`config.mk`:
```
export PLATFORM = sky130hd
export DESIGN_NAME = clk_divider_multi_flat
export DESIGN_NICKNAME = d
export VERILOG_FILES = /design/src/rtl/clk_div_pkg.sv /design/src/rtl/clk_divider_multi_if.sv /design/src/rtl/clk_div_channel.sv /design/src/rtl/clk_divider_multi.sv /design/src/flat_wrapper.sv
export SDC_FILE = /design/constraint.sdc
export NUM_CORES = 1
export LEC_CHECK = 0
export CAP_MARGIN = 5
export CORE_UTILIZATION = 37
export CTS_CLUSTER_SIZE = 20
export DETAILED_ROUTE_END_ITERATION = 8
export GPL_ROUTABILITY_DRIVEN = 0
export PLACE_DENSITY = 0.57
export SYNTH_ARGS = -nofsm -noshare
export SYNTH_HDL_FRONTEND = slang
export SYNTH_SLANG_ARGS = --single-unit
```
`constraint.sdc`:
```
create_clock -name clock -period 7.6 [get_ports clock]
set_input_delay 1.52 -clock clock [delete_from_list [all_inputs] [get_ports clock]]
set_output_delay 1.52 -clock clock [all_outputs]
set_load 0.005 [all_outputs]
```
`src/rtl/clk_div_pkg.sv`:
```
`default_nettype none
// ============================================================================
// Module      : clk_div_pkg
// Description : Shared defaults and the channel-slice offset helper for the
//               multi-channel clock divider.
//               - DEF_WIDTH     : divisor/counter width per channel
//               - DEF_CHANNELS  : number of divider channels
//               - DEF_RESET_DIV : active divisor loaded on reset
//               - chan_offset() : LSB position of channel k in a packed bus
// Revision    : 1.0 - initial release
// ============================================================================
package clk_div_pkg;

   localparam int unsigned DEF_WIDTH     = 32;
   localparam int unsigned DEF_CHANNELS  = 4;
   localparam int unsigned DEF_RESET_DIV = 2;

   // Channel k occupies bits [k*width +: width] of a packed per-channel bus.
   function automatic int unsigned chan_offset(input int unsigned k,
                                               input int unsigned width);
      return k * width;
   endfunction

endpackage
`default_nettype wire

```
`src/rtl/clk_divider_multi_if.sv`:
```
`default_nettype none
// ============================================================================
// Module      : clk_divider_multi_if
// Description : Control/status bundle of the multi-channel clock divider.
//               master (controller) drives enable, divisor, load and
//               observes outclk, tick, pending.
//               slave  (divider)    is the reverse.
//               - enable  [CHANNELS]       : per-channel run enable
//               - divisor [CHANNELS*WIDTH] : half-period per channel
//               - load    [CHANNELS]       : capture divisor into shadow
//               - outclk  [CHANNELS]       : divided square wave
//               - tick    [CHANNELS]       : one-cycle pulse on rising outclk
//               - pending [CHANNELS]       : shadow captured, not yet applied
// Revision    : 1.0 - initial release
// ============================================================================
interface clk_divider_multi_if
   import clk_div_pkg::*;
#(
   parameter int unsigned WIDTH    = DEF_WIDTH,
   parameter int unsigned CHANNELS = DEF_CHANNELS
);

   logic [CHANNELS-1:0]       enable;
   logic [CHANNELS*WIDTH-1:0] divisor;
   logic [CHANNELS-1:0]       load;
   logic [CHANNELS-1:0]       outclk;
   logic [CHANNELS-1:0]       tick;
   logic [CHANNELS-1:0]       pending;

   modport master (
      output enable, divisor, load,
      input  outclk, tick, pending
   );

   modport slave (
      input  enable, divisor, load,
      output outclk, tick, pending
   );

endinterface
`default_nettype wire

```
`src/rtl/clk_div_channel.sv`:
```
`default_nettype none
// ============================================================================
// Module      : clk_div_channel
// Description : One divider channel with double-buffered divisor.
//               - clock   in  : system clock (rising edge)
//               - reset   in  : asynchronous, active-low
//               - enable  in  : run enable
//               - divisor in  : new half-period value
//               - load    in  : capture divisor into shadow register
//               - outclk  out : divided square wave, period 2*A
//               - tick    out : one-cycle pulse in first high cycle of outclk
//               - pending out : shadow captured, not yet applied
// Revision    : 1.0 - initial release
// ============================================================================
module clk_div_channel #(
   parameter int unsigned WIDTH     = 32,
   parameter int unsigned RESET_DIV = 2
) (
   input  wire logic             clock,
   input  wire logic             reset,
   input  wire logic             enable,
   input  wire logic [WIDTH-1:0] divisor,
   input  wire logic             load,
   output logic                  outclk,
   output logic                  tick,
   output logic                  pending
);

   logic [WIDTH-1:0] cnt_q,  cnt_d;
   logic [WIDTH-1:0] act_q,  act_d;   // active divisor A
   logic [WIDTH-1:0] shd_q,  shd_d;   // shadow divisor S
   logic             pend_q, pend_d;
   logic             out_q,  out_d;
   logic             tick_q, tick_d;

   logic             w_idle;
   logic             w_boundary;
   logic             w_apply;

   // A==0 is treated exactly like a disabled channel: held low, and a pending
   // shadow is applied without waiting for a boundary that will never come.
   assign w_idle     = !enable || (act_q == '0);
   assign w_boundary = (cnt_q == (act_q - WIDTH'(1)));

   always_comb begin
      cnt_d   = cnt_q;
      act_d   = act_q;
      shd_d   = shd_q;
      pend_d  = pend_q;
      out_d   = out_q;
      tick_d  = 1'b0;
      w_apply = 1'b0;

      if (w_idle) begin
         cnt_d   = '0;
         out_d   = 1'b0;
         w_apply = pend_q;
      end else if (w_boundary) begin
         cnt_d   = '0;
         out_d   = ~out_q;
         tick_d  = ~out_q;
         w_apply = pend_q;
      end else begin
         cnt_d   = cnt_q + WIDTH'(1);
      end

      // Apply uses the shadow as registered, so a load in the same cycle
      // is kept for the following boundary.
      if (w_apply) begin
         act_d  = shd_q;
         pend_d = 1'b0;
      end

      if (load) begin
         shd_d  = divisor;
         pend_d = 1'b1;
      end
   end

   always_ff @(posedge clock or negedge reset) begin
      if (!reset) begin
         cnt_q  <= '0;
         act_q  <= WIDTH'(RESET_DIV);
         shd_q  <= WIDTH'(RESET_DIV);
         pend_q <= 1'b0;
         out_q  <= 1'b0;
         tick_q <= 1'b0;
      end else begin
         cnt_q  <= cnt_d;
         act_q  <= act_d;
         shd_q  <= shd_d;
         pend_q <= pend_d;
         out_q  <= out_d;
         tick_q <= tick_d;
      end
   end

   assign outclk  = out_q;
   assign tick    = tick_q;
   assign pending = pend_q;

endmodule
`default_nettype wire

```
`src/rtl/clk_divider_multi.sv`:
```
`default_nettype none
// ============================================================================
// Module      : clk_divider_multi
// Description : CHANNELS independent clock dividers with runtime-programmable,
//               double-buffered divisors.
//               - clock in : system clock (rising edge)
//               - reset in : asynchronous, active-low
//               - bus       : clk_divider_multi_if.slave
//                             (enable, divisor, load in;
//                              outclk, tick, pending out)
// Revision    : 1.0 - initial release
// ============================================================================
module clk_divider_multi
   import clk_div_pkg::*;
#(
   parameter int unsigned WIDTH     = DEF_WIDTH,
   parameter int unsigned CHANNELS  = DEF_CHANNELS,
   parameter int unsigned RESET_DIV = DEF_RESET_DIV
) (
   input  wire logic           clock,
   input  wire logic           reset,
   clk_divider_multi_if.slave  bus
);

   logic [CHANNELS-1:0] w_outclk;
   logic [CHANNELS-1:0] w_tick;
   logic [CHANNELS-1:0] w_pending;

   for (genvar k = 0; k < CHANNELS; k++) begin : g_chan
      localparam int unsigned OFS = chan_offset(k, WIDTH);

      clk_div_channel #(
         .WIDTH     (WIDTH),
         .RESET_DIV (RESET_DIV)
      ) u_chan (
         .clock   (clock),
         .reset   (reset),
         .enable  (bus.enable[k]),
         .divisor (bus.divisor[OFS +: WIDTH]),
         .load    (bus.load[k]),
         .outclk  (w_outclk[k]),
         .tick    (w_tick[k]),
         .pending (w_pending[k])
      );
   end

   assign bus.outclk  = w_outclk;
   assign bus.tick    = w_tick;
   assign bus.pending = w_pending;

endmodule
`default_nettype wire

```
`src/flat_wrapper.sv`:
```
// flat-port wrapper written by rule: the top's interface ports become plain ports
module clk_divider_multi_flat import clk_div_pkg::*;
#(
   parameter int unsigned WIDTH     = DEF_WIDTH,
   parameter int unsigned CHANNELS  = DEF_CHANNELS,
   parameter int unsigned RESET_DIV = DEF_RESET_DIV
)
  (clock, reset, bus_enable, bus_divisor, bus_load, bus_outclk, bus_tick, bus_pending);
  clk_divider_multi_if #(.WIDTH(WIDTH), .CHANNELS(CHANNELS)) bus_i ();
  input  wire logic clock;
  input  wire logic reset;
  input wire logic [$bits(bus_i.enable)-1:0] bus_enable;
  input wire logic [$bits(bus_i.divisor)-1:0] bus_divisor;
  input wire logic [$bits(bus_i.load)-1:0] bus_load;
  output wire logic [$bits(bus_i.outclk)-1:0] bus_outclk;
  output wire logic [$bits(bus_i.tick)-1:0] bus_tick;
  output wire logic [$bits(bus_i.pending)-1:0] bus_pending;
  assign bus_i.enable = bus_enable;
  assign bus_i.divisor = bus_divisor;
  assign bus_i.load = bus_load;
  assign bus_outclk = bus_i.outclk;
  assign bus_tick = bus_i.tick;
  assign bus_pending = bus_i.pending;
  clk_divider_multi #(.WIDTH(WIDTH), .CHANNELS(CHANNELS), .RESET_DIV(RESET_DIV)) u_core (.clock(clock), .reset(reset), .bus(bus_i));
endmodule
```
# Word level (Yosys, flattened, before mapping)
# Index checks and enable logic that the tools add are counted.
[word_totals]
output_inout_bits = 12
in_bits = 138
wordCells = 100
regBits = 396
[classes]
eq_ne = 4
addsub = 8
n_mux = 40
n_reduce_logical = 20
bitwise_logic = 4
[ops]
columns = ["operator", "n"]
rows = [
  ["$mux W32", 8],
  ["$add A32 B1 Y32 const B", 4],
  ["$eq A32 B32 Y1", 4],
  ["$logic_not A32 Y1", 4],
  ["$sub A32 B1 Y32 const B", 4],
  ["$mux W1", 32],
  ["$reduce_bool A2 Y1", 8],
  ["$logic_not A1 Y1", 4],
  ["$logic_or A1 B1 Y1", 4],
  ["$not A1 Y1", 4],
]

# Logic depth before layout (Yosys ltp)
[depth]
ltp_word = 6
depth_mapped = 15
ltp_nobuf = 11

# Cells and area by module
# Synthesis repeated with hierarchy kept, for this count alone.
[unflattened]
hier_cells = 1972
area_unflattened_um2 = 21637.0
[by_module_without_submodules]
columns = ["mod", "instances", "area_per_inst_um2", "cells_each", "seq_area_each_um2"]
rows = [
  ["clk_div_channel (u_core.g_chan[0].u_chan ...)", 3, 5380.2, 490, 2479.9],
  ["clk_div_channel (u_core.g_chan[3].u_chan)", 1, 5496.5, 502, 2479.9],
]

# Worst setup path after synthesis
# Ideal clock, no wire load.
[synth_path]
path_kind = "reg2reg"
from = "reg u_core.g_chan[0].u_chan.act_q[0]"
to = "reg u_core.g_chan[0].u_chan.act_q[10]"
stages_incl_launch_ff = 13
period_less_slack_ps = 3549
setup_time_ps = 125
setup_slack_ps = 4051
arrival_time_ps = 3423
path_buffers = 3
required_time_ps = 7475
cell_sequence = "dfrtp_1 buf_6 or4_1 or3_1 a2111oi_2 o2111ai_1 or4_1 nor4b_2 a21oi_2 nand2b_4 buf_6 buf_12 mux2_4"
[synth_via]
elab_chain_cells = 4
word_cells_on_any_way = 6
classes_between = "add/sub (1); eq/ne (1); mux (2); reduce/logical (2)"
[synth_lines]
columns = ["item", "line_no", "text"]
rows = [
  ["start, declared", "clk_div_channel.sv:30", "logic [WIDTH-1:0] act_q, act_d;"],
  ["start signal, assigned", "clk_div_channel.sv:83", "act_q <= WIDTH'(RESET_DIV);"],
  ["start signal, assigned", "clk_div_channel.sv:90", "act_q <= act_d;"],
  ["$sub A32 B1 Y32", "clk_div_channel.sv:43", "assign w_boundary = (cnt_q == (act_q - WIDTH'(1)));"],
  ["$eq A32 B32 Y1", "clk_div_channel.sv:43", ""],
  ["$mux W1", "clk_div_channel.sv:58", "end else if (w_boundary) begin"],
  ["$mux W1 (*)", "clk_div_channel.sv:54", "if (w_idle) begin"],
]
# Mark *: on every way between the ends. The rest lies on a longest branch, timed or not.
# A chain may end at the register's enable or synchronous reset.

# Final worst setup path
[layout_path]
from = "reg u_core.g_chan[3].u_chan.act_q[0]"
to = "reg u_core.g_chan[3].u_chan.act_q[24]"
[layout_via]
elab_chain_cells = 4
word_cells_on_any_way = 6
classes_between = "add/sub (1); eq/ne (1); mux (2); reduce/logical (2)"
[layout_lines]
columns = ["item", "line_no"]
rows = [
  ["start, declared", "clk_div_channel.sv:30"],
  ["start signal, assigned", "clk_div_channel.sv:83"],
  ["start signal, assigned", "clk_div_channel.sv:90"],
  ["$sub A32 B1 Y32", "clk_div_channel.sv:43"],
  ["$eq A32 B32 Y1", "clk_div_channel.sv:43"],
  ["$mux W1", "clk_div_channel.sv:58"],
  ["$mux W1 (*)", "clk_div_channel.sv:54"],
]
# Marked as above.

==> summary.txt <==
Run status
  – Outcome: finished clean

Clocking
  – TritonCTS buffer count: between 40 and 50
  – Number of post-CTS setup repair buffers: 0
  – Cts repair resizes: 0
  – Clock tree from TritonCTS: done
  – Register clock-pin slew on the reported worst setup and hold paths: 0.06 ns
  – Maximum number of buffers from clock root to sink: 3
  – Root cell of the clock tree: clkbuf_16
  – Hold buffer count at cts: 0
  – Depth of the CTS H-tree: 2
  – Insertion delay of the later-clocked pin in the worst-skew pair: around 0.56 ns
  – Number of sinks handled by clock tree synthesis: slightly below 400

Min path
  – Worst hold path class: reg -> reg

GRT
  – Overall fraction of global-route tracks in use: 0.1689
  – Final global-route overflow total: 0
  – Via count of the first global-routing pass: 15400
  – Antenna violations before repair: 0
  – Largest net degree at the start of global routing: approximately 150
  – Global-route wire length before repair: between 80000 and 90000 um

Floorplan
  – Std cell rows: 88
  – Overall die area: 0.05921 sq mm
  – Starting density of the core: 0.3742
  – Placeable core region: 0.05759 sq mm
  – Die outline width: between 200 and 250 um
  – Chip Height: 243.3 um
  – Ports placed on the boundary: 150

Synthesis
  – Sequential-to-total area share from yosys stat: 0.4603
  – Average cell area after synthesis: 10.74 sq um
  – Flip-flop and latch count after synthesis: between 300 and 400
  – Cell count after synthesis: 2007
  – Syn. warnings: 0
  – Count of flip-flops with a built-in enable after synthesis: 0
  – Synthesized net count: 2153
  – Post-synth design cell area: 0.02155 sq mm
  – Number of distinct library cells after synthesis: 84
  – Share of flip-flops with an asynchronous set or reset: 1.000
  – Top flip-flop cell by instance count after synthesis: dfrtp_1

STA
  – Hold violation total from the final report: 0
  – Worst-case headroom to the max-slew limit: 0.1956
  – Final count of pins violating max slew: 0
  – Maximum operating frequency: 0.1996 GHz
  – Final Hold Slack: 0.4955 ns
  – Final sum of negative setup slack: 0 ns
  – Part of the cycle the worst path needs: 0.6591
  – Time the final worst path needs with I/O delays and setup: approximately 5.0 ns
  – Setup repair after global routing missed its margin: false
  – Final Setup Violations: 0
  – Slew of the pin with the lowest slew margin: 1.207 ns
  – Clk_skew: 0.01867 ns

Layout
  – Final nets: between 2000 and 2500
  – Number of diodes: 0
  – Most frequent standard cell in the layout excluding fill and tap cells: dfrtp_1
  – Most frequent cells in the layout: dfrtp_1 (388), nor2_1 (193), mux2_2 (191)
  – Relative area change from synthesis to final layout: 16.00%
  – Total of fill cells in the finished design: 5432
  – Fraction of final layout cells with drive strength greater than 1: 0.1747

Detailed routing
  – Total wirelength of the detailed-routed design: approximately 50000 um
  – Starting DRC count in detailed routing: 874
  – Average vias per placed instance: 5.247
  – Remaining DRCs: 0
  – DRT antenna net count: 0
  – Via count: 15220
  – Pre-Repair DR Iteration Count: 4
  – Mean routed wirelength per cell: 17.15 um

Power
  – Total power density per cell area: 230.5 mW/mm^2
  – Static Leakage: 10.03 nW
  – Power consumption: 5.762 mW
  – Peak ir drop on the vdd network: between 0.2 and 0.25 mV

Placed design
  – Port Buf Inserts: approximately 150
  – Placed wire-length estimate after detailed placement: 35610 um

Critical path
  – Worst-path fanout max: 34
  – Data arrival time of the critical path: 5.45 ns
  – Capturing element type of the critical path: register
  – Reg2Reg Capture Point: u_core.g_chan[3].u_chan.act_q[24]
  – Critical path launch point: u_core.g_chan[3].u_chan.act_q[0]
  – Data required time of the critical path: ~8.0 ns
  – Startpoint type of the worst setup path: register
  – Worst reg2reg startpoint: u_core.g_chan[3].u_chan.act_q[0]
  – Critical path start-end classification: reg -> reg
  – Worst Reg2Reg Path Length in Cells: 12
  – Worst-case register-to-register setup slack: between 2 and 3 ns
  – End point of the critical path: u_core.g_chan[3].u_chan.act_q[24]

Run
  – Reported max-cap violation count: 0
## synth_stat cells (8+ instances only)
| cell | number | area, sq um |
|---|---|---|
| and4_1 | 9 | 78.83 |
| nor2_1 | 193 | 724.4 |
| or4_1 | 25 | 187.7 |
| dfrtp_1 | 388 | 9709 |
| xnor2_1 | 161 | 1410 |
| inv_1 | 38 | 142.6 |
| nor3_1 | 70 | 350.3 |
| mux2_4 | 58 | 870.8 |
| o31ai_1 | 10 | 75.07 |
| or3_1 | 28 | 175.2 |
| a31oi_1 | 9 | 56.30 |
| clkbuf_1 | 71 | 266.5 |
| o21ai_0 | 22 | 110.1 |
| nand2b_1 | 13 | 81.33 |
| nand4_1 | 45 | 281.5 |
| nor4_1 | 64 | 400.4 |
| xor2_1 | 126 | 1104 |
| and3_1 | 28 | 175.2 |
| a21oi_1 | 16 | 80.08 |
| nor2b_1 | 17 | 106.4 |
| mux2_2 | 191 | 2151 |
| dfstp_2 | 8 | 210.2 |
| ha_1 | 8 | 100.1 |
| nand3_1 | 88 | 440.4 |
| and2_1 | 40 | 250.2 |
| nor3b_1 | 14 | 105.1 |
| buf_2 | 14 | 70.07 |
| buf_4 | 13 | 97.59 |
| buf_6 | 8 | 90.09 |
| nand2_1 | 84 | 315.3 |
## layer usage
layer / GRT usage / part of all wire / vias to the layer above
met5: 0 / 0 / -
met4: 0.04661 / 0.021 / 0
met3: 0.02534 / 0.039 / 77
met2: 0.2834 / 0.48 / 290
met1: 0.2257 / 0.46 / 7552
li1: - / - / 7296
## cell families after synthesis
| group | after synthesis | share of synthesized area |
|---|---|---|
| mux | 258 | 0.1445 |
| fa+ha+maj | 8 | 0.004645 |
| flops | 396 | 0.4603 |
| xor+xnor | 288 | 0.1177 |
| simple gates | 761 | 0.1892 |
| buf+inv | 154 | 0.03501 |
| compound gates | 142 | 0.04866 |
## where the power goes
part | internal [mW] | total [mW] | switching [mW]
combinational | 0.523 | 0.955 | 0.431
sequential | 2.32 | 2.64 | 0.316
clock | 1.28 | 2.17 | 0.884
total | 4.13 | 5.76 | 1.63
## sequential cells by signal (all words and copies together) (netlist names)
signal / flops
u_core.g_chan.u_chan.cnt_q: 128
u_core.g_chan.u_chan.tick: 4
u_core.g_chan.u_chan.outclk: 4
u_core.g_chan.u_chan.act_q: 128
u_core.g_chan.u_chan.pending: 4
u_core.g_chan.u_chan.shd_q: 128
## layout make-up
cell class | count | area, sq um | share of cell area
flip-flops and latches | 396 | 9920 | 0.3968
repair buffers | 160 | 1604 | 0.06416
inverters | 38 | 142.6 | 0.005706
clock buffers | 66 | 1328 | 0.05310
multi-input cells | 1457 | 10880 | 0.4354
clock inverters | 18 | 163.9 | 0.006557
well taps | 765 | 957.2 | 0.03829
## worst max-delay path, cell delays in order (launching register included)
cell and delay [ns]:
dfrtp_1 0.43, inv_1 0.08, ha_1 0.20, nor3b_1 0.82, nand2_1 0.45, o41ai_1 0.53, nand4_1 0.14, a2111oi_0 0.60
nand4_2 0.26, nand2b_1 0.15, buf_4 0.35, nand2_4 0.39, mux2_4 0.43
## metrics by stage
step	worst slack [ns]	util	cell area, sq um	instances
finish	2.591	0.4341	25000	2900
detailed placement	2.738	0.4082	23510	2816
global placement	2.769	0.4082	23510	2816
floorplan	4.051	-	21550	2007
CTS	2.665	0.4341	25000	2900
global route	2.146	0.4341	25000	2900
## how the worst min path moves through the flow
stage / from / cells past startpoint / slack, ns / to
6_report: u_core.g_chan[1].u_chan.shd_q[5] / 1 / 0.50 / u_core.g_chan[1].u_chan.act_q[5]
5_1_grt: u_core.g_chan[2].u_chan.shd_q[20] / 1 / 0.51 / u_core.g_chan[2].u_chan.act_q[20]
4_1_cts: u_core.g_chan[2].u_chan.shd_q[20] / 1 / 0.49 / u_core.g_chan[2].u_chan.act_q[20]
3_5_place_dp: u_core.g_chan[1].u_chan.shd_q[5] / 1 / 0.48 / u_core.g_chan[1].u_chan.act_q[5]
3_3_place_gp: u_core.g_chan[1].u_chan.shd_q[5] / 1 / 0.48 / u_core.g_chan[1].u_chan.act_q[5]
2_1_floorplan: u_core.g_chan[3].u_chan.outclk / 1 / 0.45 / u_core.g_chan[3].u_chan.tick
Note: power is estimated with default switching activity, not from simulation.
